--- config.mk ---
export PLATFORM = sky130hd
export DESIGN_NAME = exc_cp0_flat
export DESIGN_NICKNAME = d
export VERILOG_FILES = /design/src/rtl/exc_cp0_if.sv /design/src/rtl/exc_cp0.sv /design/src/flat_wrapper.sv
export SDC_FILE = /design/constraint.sdc
export NUM_CORES = 1
export LEC_CHECK = 0
export BUFFER_PORTS_ARGS = -buffer_cell sky130_fd_sc_hd__buf_2
export CORE_UTILIZATION = 30
export CTS_BUF_LIST = sky130_fd_sc_hd__clkbuf_4 sky130_fd_sc_hd__clkbuf_8
export DETAILED_ROUTE_END_ITERATION = 12
export PLACE_DENSITY = 0.59
export SLEW_MARGIN = 20
export SYNTH_ARGS = -nofsm -noshare
export SYNTH_HDL_FRONTEND = slang
export SYNTH_SLANG_ARGS = --single-unit
--- constraint.sdc ---
create_clock -name clk -period 7.34 [get_ports clk]
set_clock_uncertainty 0.05 [all_clocks]
set_input_delay 1.101 -clock clk [delete_from_list [all_inputs] [get_ports clk]]
set_output_delay 1.101 -clock clk [all_outputs]
set_load 0.05 [all_outputs]
--- src/rtl/exc_cp0_if.sv ---
// MEM-stage to CP0 exception/interrupt bus: instruction status in, redirect and mfc0 data out.
interface exc_cp0_if;
    localparam int unsigned EXC_TYPE_W = 2;
    localparam int unsigned XLEN       = 32;

    logic                  valid;
    logic [XLEN-1:0]       pc;
    logic                  in_slot;
    logic [EXC_TYPE_W-1:0] exc_type;
    logic                  trap;
    logic [5:0]            hw_int;
    logic                  cp0_write;
    logic [4:0]            cp0_waddr;
    logic [XLEN-1:0]       cp0_wdata;
    logic [4:0]            cp0_raddr;
    logic [XLEN-1:0]       cp0_rdata;
    logic                  int_signal;
    logic                  eret_signal;
    logic [XLEN-1:0]       target_pc;

    modport master (
        output valid, pc, in_slot, exc_type, trap, hw_int,
               cp0_write, cp0_waddr, cp0_wdata, cp0_raddr,
        input  cp0_rdata, int_signal, eret_signal, target_pc
    );

    modport slave (
        input  valid, pc, in_slot, exc_type, trap, hw_int,
               cp0_write, cp0_waddr, cp0_wdata, cp0_raddr,
        output cp0_rdata, int_signal, eret_signal, target_pc
    );
endinterface

--- src/rtl/exc_cp0.sv ---
// Coprocessor 0: Count/Compare timer, Status/Cause/EPC, exception priority and redirect.
module exc_cp0 (
    input  logic      clk,
    input  logic      rst,
    exc_cp0_if.slave  cp0_if
);
    localparam logic [4:0] REG_COUNT   = 5'd9;
    localparam logic [4:0] REG_COMPARE = 5'd11;
    localparam logic [4:0] REG_STATUS  = 5'd12;
    localparam logic [4:0] REG_CAUSE   = 5'd13;
    localparam logic [4:0] REG_EPC     = 5'd14;

    localparam logic [1:0] EXC_SYS  = 2'd1;
    localparam logic [1:0] EXC_ERET = 2'd2;
    localparam logic [1:0] EXC_RI   = 2'd3;

    localparam logic [4:0] CODE_INT  = 5'd0;
    localparam logic [4:0] CODE_SYS  = 5'd8;
    localparam logic [4:0] CODE_RI   = 5'd10;
    localparam logic [4:0] CODE_TRAP = 5'd13;

    localparam logic [0:0] USER    = 1'b0;
    localparam logic [0:0] HANDLER = 1'b1;

    localparam logic [31:0] EXC_VECTOR = 32'h0000_0800;

    logic [31:0] count_q, count_d;
    logic [31:0] compare_q, compare_d;
    logic [31:0] epc_q, epc_d;
    logic [7:0]  im_q, im_d;
    logic        ie_q, ie_d;
    logic [0:0]  state_q, state_d;
    logic        bd_q, bd_d;
    logic [1:0]  ip_sw_q, ip_sw_d;
    logic [4:0]  exccode_q, exccode_d;
    logic        timer_q, timer_d;

    logic [7:0]  ip_c;
    logic        int_pend_c;
    logic        exc_take_c;
    logic        eret_take_c;
    logic [4:0]  exc_code_c;
    logic [31:0] status_c;
    logic [31:0] cause_c;
    logic [31:0] rdata_c;
    logic        impl_raddr_c;

    // Timer pending shares IP[7] with the top hardware line.
    assign ip_c       = {cp0_if.hw_int[5] | timer_q, cp0_if.hw_int[4:0], ip_sw_q};
    assign int_pend_c = ie_q & (state_q == USER) & (|(ip_c & im_q));

    assign exc_take_c = ~rst & cp0_if.valid &
                        (int_pend_c | (cp0_if.exc_type == EXC_RI) |
                         (cp0_if.exc_type == EXC_SYS) | cp0_if.trap);
    assign eret_take_c = ~rst & cp0_if.valid & (cp0_if.exc_type == EXC_ERET) & ~exc_take_c;

    always_comb begin
        exc_code_c = CODE_TRAP;
        if (int_pend_c)                       exc_code_c = CODE_INT;
        else if (cp0_if.exc_type == EXC_RI)   exc_code_c = CODE_RI;
        else if (cp0_if.exc_type == EXC_SYS)  exc_code_c = CODE_SYS;
    end

    assign status_c = {16'h0, im_q, 6'h0, state_q, ie_q};
    assign cause_c  = {bd_q, 15'h0, ip_c, 1'b0, exccode_q, 2'b00};

    // mfc0 read path with same-cycle mtc0 bypass on implemented registers.
    always_comb begin
        impl_raddr_c = 1'b1;
        case (cp0_if.cp0_raddr)
            REG_COUNT:   rdata_c = count_q;
            REG_COMPARE: rdata_c = compare_q;
            REG_STATUS:  rdata_c = status_c;
            REG_CAUSE:   rdata_c = cause_c;
            REG_EPC:     rdata_c = epc_q;
            default: begin
                rdata_c      = 32'h0;
                impl_raddr_c = 1'b0;
            end
        endcase
        if (cp0_if.cp0_write && impl_raddr_c && (cp0_if.cp0_waddr == cp0_if.cp0_raddr))
            rdata_c = cp0_if.cp0_wdata;
    end

    assign cp0_if.cp0_rdata   = rdata_c;
    assign cp0_if.int_signal  = exc_take_c;
    assign cp0_if.eret_signal = eret_take_c;
    assign cp0_if.target_pc   = exc_take_c  ? EXC_VECTOR :
                                eret_take_c ? epc_q      : 32'h0;

    // Next-state: timer, mtc0 (blocked by a taken exception), then exception/ERET.
    always_comb begin
        count_d   = count_q + 32'd1;
        compare_d = compare_q;
        epc_d     = epc_q;
        im_d      = im_q;
        ie_d      = ie_q;
        state_d   = state_q;
        bd_d      = bd_q;
        ip_sw_d   = ip_sw_q;
        exccode_d = exccode_q;
        timer_d   = timer_q | (count_q == compare_q);

        if (cp0_if.cp0_write && !exc_take_c) begin
            case (cp0_if.cp0_waddr)
                REG_COUNT:   count_d = cp0_if.cp0_wdata;
                REG_COMPARE: begin
                    compare_d = cp0_if.cp0_wdata;
                    timer_d   = 1'b0;
                end
                REG_STATUS: begin
                    im_d    = cp0_if.cp0_wdata[15:8];
                    ie_d    = cp0_if.cp0_wdata[0];
                    state_d = cp0_if.cp0_wdata[1];
                end
                REG_CAUSE:   ip_sw_d = cp0_if.cp0_wdata[9:8];
                REG_EPC:     epc_d   = cp0_if.cp0_wdata;
                default: ;
            endcase
        end

        if (exc_take_c) begin
            exccode_d = exc_code_c;
            if (state_q == USER) begin
                epc_d   = cp0_if.in_slot ? (cp0_if.pc - 32'd4) : cp0_if.pc;
                bd_d    = cp0_if.in_slot;
                state_d = HANDLER;
            end
        end else if (eret_take_c) begin
            state_d = USER;
        end
    end

    always_ff @(posedge clk or posedge rst) begin
        if (rst) begin
            count_q   <= 32'h0;
            compare_q <= 32'h0;
            epc_q     <= 32'h0;
            im_q      <= 8'h0;
            ie_q      <= 1'b0;
            state_q   <= USER;
            bd_q      <= 1'b0;
            ip_sw_q   <= 2'b00;
            exccode_q <= 5'h0;
            timer_q   <= 1'b0;
        end else begin
            count_q   <= count_d;
            compare_q <= compare_d;
            epc_q     <= epc_d;
            im_q      <= im_d;
            ie_q      <= ie_d;
            state_q   <= state_d;
            bd_q      <= bd_d;
            ip_sw_q   <= ip_sw_d;
            exccode_q <= exccode_d;
            timer_q   <= timer_d;
        end
    end
endmodule

--- src/flat_wrapper.sv ---
// flat-port wrapper written by rule: the top's interface ports become plain ports
module exc_cp0_flat 
  (clk, rst, cp0_if_valid, cp0_if_pc, cp0_if_in_slot, cp0_if_exc_type, cp0_if_trap, cp0_if_hw_int, cp0_if_cp0_write, cp0_if_cp0_waddr, cp0_if_cp0_wdata, cp0_if_cp0_raddr, cp0_if_cp0_rdata, cp0_if_int_signal, cp0_if_eret_signal, cp0_if_target_pc);
  exc_cp0_if cp0_if_i ();
  input  logic clk;
  input  logic rst;
  input wire logic [$bits(cp0_if_i.valid)-1:0] cp0_if_valid;
  input wire logic [$bits(cp0_if_i.pc)-1:0] cp0_if_pc;
  input wire logic [$bits(cp0_if_i.in_slot)-1:0] cp0_if_in_slot;
  input wire logic [$bits(cp0_if_i.exc_type)-1:0] cp0_if_exc_type;
  input wire logic [$bits(cp0_if_i.trap)-1:0] cp0_if_trap;
  input wire logic [$bits(cp0_if_i.hw_int)-1:0] cp0_if_hw_int;
  input wire logic [$bits(cp0_if_i.cp0_write)-1:0] cp0_if_cp0_write;
  input wire logic [$bits(cp0_if_i.cp0_waddr)-1:0] cp0_if_cp0_waddr;
  input wire logic [$bits(cp0_if_i.cp0_wdata)-1:0] cp0_if_cp0_wdata;
  input wire logic [$bits(cp0_if_i.cp0_raddr)-1:0] cp0_if_cp0_raddr;
  output wire logic [$bits(cp0_if_i.cp0_rdata)-1:0] cp0_if_cp0_rdata;
  output wire logic [$bits(cp0_if_i.int_signal)-1:0] cp0_if_int_signal;
  output wire logic [$bits(cp0_if_i.eret_signal)-1:0] cp0_if_eret_signal;
  output wire logic [$bits(cp0_if_i.target_pc)-1:0] cp0_if_target_pc;
  assign cp0_if_i.valid = cp0_if_valid;
  assign cp0_if_i.pc = cp0_if_pc;
  assign cp0_if_i.in_slot = cp0_if_in_slot;
  assign cp0_if_i.exc_type = cp0_if_exc_type;
  assign cp0_if_i.trap = cp0_if_trap;
  assign cp0_if_i.hw_int = cp0_if_hw_int;
  assign cp0_if_i.cp0_write = cp0_if_cp0_write;
  assign cp0_if_i.cp0_waddr = cp0_if_cp0_waddr;
  assign cp0_if_i.cp0_wdata = cp0_if_cp0_wdata;
  assign cp0_if_i.cp0_raddr = cp0_if_cp0_raddr;
  assign cp0_if_cp0_rdata = cp0_if_i.cp0_rdata;
  assign cp0_if_int_signal = cp0_if_i.int_signal;
  assign cp0_if_eret_signal = cp0_if_i.eret_signal;
  assign cp0_if_target_pc = cp0_if_i.target_pc;
  exc_cp0 u_core (.clk(clk), .rst(rst), .cp0_if(cp0_if_i));
endmodule
== Word level (Yosys, flattened, before mapping) ==
Cells that the tools add are included.

* Logic and storage cells: 74
* Flip-flop bits (word level): 115
* Output and inout port bits: 66
* Input port bits: 88

* Reduce and logical (&&, ||, !) cells: 10
* Eq/ne operators: 15
* Bitwise operators: 15
* Add/subtract/negate cells: 2
* Multiplexer cells: 22

{| class="wikitable"
|+ Operators with widths
! operator !! count
|-
| 32-bit 2-to-1 mux || 10
|-
| 32-bit case mux with 5 select lines || 1
|-
| 5-bit by 4-bit == test with 1-bit output (second input constant) || 10
|-
| 32-bit by 1-bit adder with 32-bit output (second input constant) || 1
|-
| 32-bit == test || 1
|-
| 32-bit by 3-bit subtractor with 32-bit output (second input constant) || 1
|-
| 5-bit 2-to-1 mux || 2
|-
| 8-bit bitwise AND || 1
|-
| 1-bit 2-to-1 mux || 8
|-
| 2-bit AND reduction || 4
|-
| 8-bit OR reduction || 1
|-
| 1-bit bitwise AND || 6
|-
| 5-bit == test || 1
|-
| 1-bit OR || 5
|-
| 5-bit OR reduction || 1
|-
| 2-bit == test (second input constant) || 2
|-
| 1-bit logical AND || 3
|-
| 3-bit 2-to-1 mux || 1
|-
| 1-bit NOT || 3
|-
| 2-bit by 1-bit == test with 1-bit output (second input constant) || 1
|-
| 1-bit logical NOT || 1
|}

== Logic depth before layout (Yosys ltp) ==
* Depth after elaboration: 13
* Depth in mapped cells: 8
* Mapped depth without buffers: 6

== Least setup slack after synthesis ==
Ideal clock, no wire load.

* Kind: input to output
* From: input cp0_if_cp0_raddr[2]
* To: output cp0_if_cp0_rdata[5]
* Stages: 5
* Path slack: 2.685 ns
* Data arrival time: 3.504 ns
* Path through: or3b_2 nor2_2 clkbuf_1 a222oi_1 a311oi_1

* Longest elaborated chain between the ends: 6

{| class="wikitable"
|+ Ends and longest elaborated chain
! item !! line !! text
|-
| start: declaration || flat_wrapper.sv:16 || <nowiki>input wire logic [$bits(cp0_if_i.cp0_raddr)-1:0] cp0_if_cp0_raddr;</nowiki>
|-
| 5-bit by 4-bit == test with 1-bit output || exc_cp0.sv:70 || <nowiki>case (cp0_if.cp0_raddr)</nowiki>
|-
| 5-bit OR reduction (no line) || - ||
|-
| 1-bit 2-to-1 mux || exc_cp0.sv:70 ||
|-
| 1-bit logical AND (2 in a row) || exc_cp0.sv:81 || <nowiki>if (cp0_if.cp0_write && impl_raddr_c && (cp0_if.cp0_waddr == cp0_if.cp0_raddr))</nowiki>
|-
| 32-bit 2-to-1 mux * || exc_cp0.sv:81 ||
|-
| end: declaration || flat_wrapper.sv:17 || <nowiki>output wire logic [$bits(cp0_if_i.cp0_rdata)-1:0] cp0_if_cp0_rdata;</nowiki>
|}

Every way passes the cells marked *; elsewhere a longest branch is shown, timed or not.

== Final worst setup path ==
* From: input cp0_if_cp0_waddr[1]
* To: output cp0_if_cp0_rdata[9]

* Longest elaborated chain between the ends: 3

{| class="wikitable"
|+ Ends and longest elaborated chain
! item !! line !! text
|-
| start: declaration || flat_wrapper.sv:14 || <nowiki>input wire logic [$bits(cp0_if_i.cp0_waddr)-1:0] cp0_if_cp0_waddr;</nowiki>
|-
| 5-bit == test || exc_cp0.sv:81 ||
|-
| 1-bit logical AND || exc_cp0.sv:81 ||
|-
| 32-bit 2-to-1 mux || exc_cp0.sv:81 ||
|}

Every way passes these cells.

==> flow_metrics.py <==
metrics = {
    "clocking": {
        "cts-root-buf": "clkbuf_8",
        "cts_tree": "yes",
        "ctsLongestPathBuffers": 2,
        "ctsResizeCount": 0,
        "cts_setup_buffers": 0,
        "clock-sinks": 113,
        "cts_hold_buf": 0,
        "cts_buffers": 17,
        "clk_latency_ps": 450,
        "htreeDepth": 4,
        "clk_pin_slew_ps": 60,
    },
    "critical_path": {
        "worstPathMaxFanout": 49,
        "crit_required_ps": 6190,
        "slowest_delay_ps": 870,
        "crit_chain": "buf_2 > xor2_1 > nor4_1 > nand3_2 > nor2_2 > mux2_2 > buf_2",
        "slowest_stage": "nand3_2",
        "cp_data_arrival_time_ps": 3890,
        "path_class": "input pin to output port",
        "cpMostUsedCell": "buf_2",
        "cp-start-kind": "input pin",
        "end_kind": "output port",
    },
    "worst_hold_path": {
        "hold_class": "register to register",
    },
    "floorplan": {
        "die_x_um": 162,
        "initial_core_util": 0.305,
        "dieHeight_um": 162,
        "die_area_um2": 26300,
        "core_um2": 25200,
        "core.rowCount": 58,
        "ioPinCount": 154,
    },
    "routing": {
        "wire_per_inst_um": 22.1,
        "vias": 6782,
        "ant_nets": 0,
        "viasPerCell": 5.51,
        "postRouteWirelength_mm": 27.1,
        "first_iter_violations": 821,
        "dr.pass1.iters": 6,
        "post-route-drc-count": 0,
    },
    "synth": {
        "syn_inst": 763,
        "ys_seq_area_frac": 0.368,
        "avgSynthCellArea_um2": 10.1,
        "ys_ff_latch": 113,
        "yosys_most_used_dff": "dfrtp_1",
        "async_reset_ff_frac": 1.00,
        "synth_nets": 853,
        "yosysWarnings": 0,
        "synth_enable_flop_cells": 0,
        "syn-cell-area_um2": 7680,
        "synth_cell_types": 64,
    },
    "sta": {
        "slew_violations": 0,
        "hold_violations": 0,
        "finalCriticalPeriod_ps": 5040,
        "relSlewSlack": 0.283,
        "tns_ps": 0,
        "rsz0062_at_grt": "false",
        "fmax_ghz": 0.198,
        "setup_violations": 0,
        "tightest_slew_ps": 1080,
        "fin_crit_sh": 0.687,
    },
    "cells_and_area": {
        "layout.nets": 977,
        "fillCellCount": 2530,
        "final_cells": 1230,
        "stdcell_area_um2": 9080,
        "drive_gt1_frac": 0.342,
        "diodes": 0,
        "syn_to_final_growth_pct": 18.1,
    },
    "grt": {
        "grtUsageTotal": 0.208,
        "grt_max_degree": 64,
        "overflow": 0,
        "grt_pass1_vias": 6488,
        "grt_pass1_wl_mm": 40.4,
        "antenna_found_initial": 1,
    },
    "power_and_ir_drop": {
        "ir_worst_vdd_uv": 93.1,
        "powerDensity_nw_per_um2": 243,
        "p_leak_uw": 0.00408,
    },
    "place": {
        "dpl.cell_count": 1198,
        "io_buffers": 153,
        "dpl.hpwl_mm": 20.1,
        "gp_congestion": 0.885,
        "post_dp_cell_area_um2": 8670,
    },
    "outcome": {
        "status": "finished, final reports clean",
    },
    "job": {
        "drv_cap": 0,
    },
}
-- per-stage QoR --
stage	hold slack, ps	power (uW)	utilization	worst slack (ps)
after floorplan	399	1370	-	2690
after global placement	430	1590	0.344	2380
after detailed placement	443	1600	0.344	2290
after CTS	458	2200	0.361	2280
after global routing	492	2310	0.361	2080
final	459	2210	0.361	2300
-- layout by cell type, fill, tap and decap left out, types with 6 or more instances in the layout --
cell type    n
o21ai_0     28
or3_1        9
and3_1       7
buf_4       10
nor3_1      18
mux2_2      48
inv_1        9
nand3_1     29
nand2_1     39
xor2_1      55
a211oi_1    19
dfrtp_1    113
mux2_4      29
nand4_1     11
a22oi_1     30
a222oi_1    32
xnor2_1     38
nor4_1      17
a31oi_1     20
and2_1      34
buf_2      153
mux2_1       6
clkbuf_8    24
nor2_1      43
o221a_2      9
-- layer usage --
layer | GRT usage | up-vias | share of wire
li1 | - | 3123 | -
met4 | 0.0755 | 0 | 0.024
met5 | 0 | - | 0
met2 | 0.321 | 271 | 0.46
met3 | 0.0378 | 36 | 0.062
met1 | 0.290 | 3352 | 0.46
-- logic make-up after synthesis --
logic type               share of synthesized area
AO/OA/AOI/OAI                                0.156
AND/OR/NAND/NOR                              0.185
flip-flops                                   0.368
XOR/XNOR                                     0.106
buffers and inverters                       0.0436
multiplexers                                 0.138
adder cells (fa/ha/maj)                    0.00326
-- critical path: cells and delay by family --
family,cells,cell delay (ps)
buffers and inverters,2,340
AND/OR/NAND/NOR,3,1890
multiplexers,1,400
XOR/XNOR,1,160
-- state kept, by name, indices dropped and copies added, names as in the netlist --
name and count:
u_core.compare_q 32, u_core.count_q 32, u_core.epc_q 32, u_core.im_q 8
u_core.exccode_q 3, u_core.ip_sw_q 2, u_core.bd_q 1, u_core.ie_q 1
u_core.state_q 1, u_core.timer_q 1
-- where the power goes --
group	switching, uW	internal (uW)	total, uW
logic	273	278	551
registers	252	803	1060
clock network	255	345	600
-- Yosys cell counts (all sizes together), types with 2 or more instances --
library cell,number,area [um2]
nand4,15,136
nand2b,3,18.8
o221a,9,101
nor3,20,105
clkbuf,30,114
buf,28,184
o21a,2,15.0
nor3b,4,35.0
xnor2,38,333
nor2,47,181
or4,3,26.3
or2,2,12.5
a222oi,32,320
ha,2,25.0
nand3,31,168
o21ai,29,145
and2,34,213
a311oi,4,35.0
or3,10,67.6
a31oi,20,125
o31ai,2,15.0
xor2,55,482
nor4b,4,62.6
a22oi,30,225
a41oi,3,26.3
mux2,83,1040
nand2,39,146
inv,10,37.5
a211oi,19,143
and3,7,43.8
nor4,19,140
nor2b,3,18.8
mux2i,2,20.0
dfrtp,113,2830
-- area by class of cell --
type                    instances  area (um2)  area share
multi-input cells             582        4550       0.501
flip-flops and latches        113        2830       0.311
repair buffers                163         841      0.0926
well taps                     330         413      0.0455
clock buffers                  28         360      0.0397
clock inverters                 4        45.0     0.00496
inverters                      10        40.0     0.00441
-- final timing paths --
check	from	to	slack, ps	cells past startpoint
worst max-delay path	cp0_if_cp0_waddr[1]	cp0_if_cp0_rdata[9]	2300	7
worst min-delay path	u_core.exccode_q[1]	u_core.exccode_q[1]	460	2
worst max register to register	u_core.ip_sw_q[1]	u_core.count_q[28]	4220	6
worst min register to register	u_core.exccode_q[1]	u_core.exccode_q[1]	460	2
max in group asynchronous	rst	u_core.count_q[22]	5210	3
min in group asynchronous	rst	u_core.epc_q[12]	730	2
No activity file was read; power rests on OpenSTA's default activity.
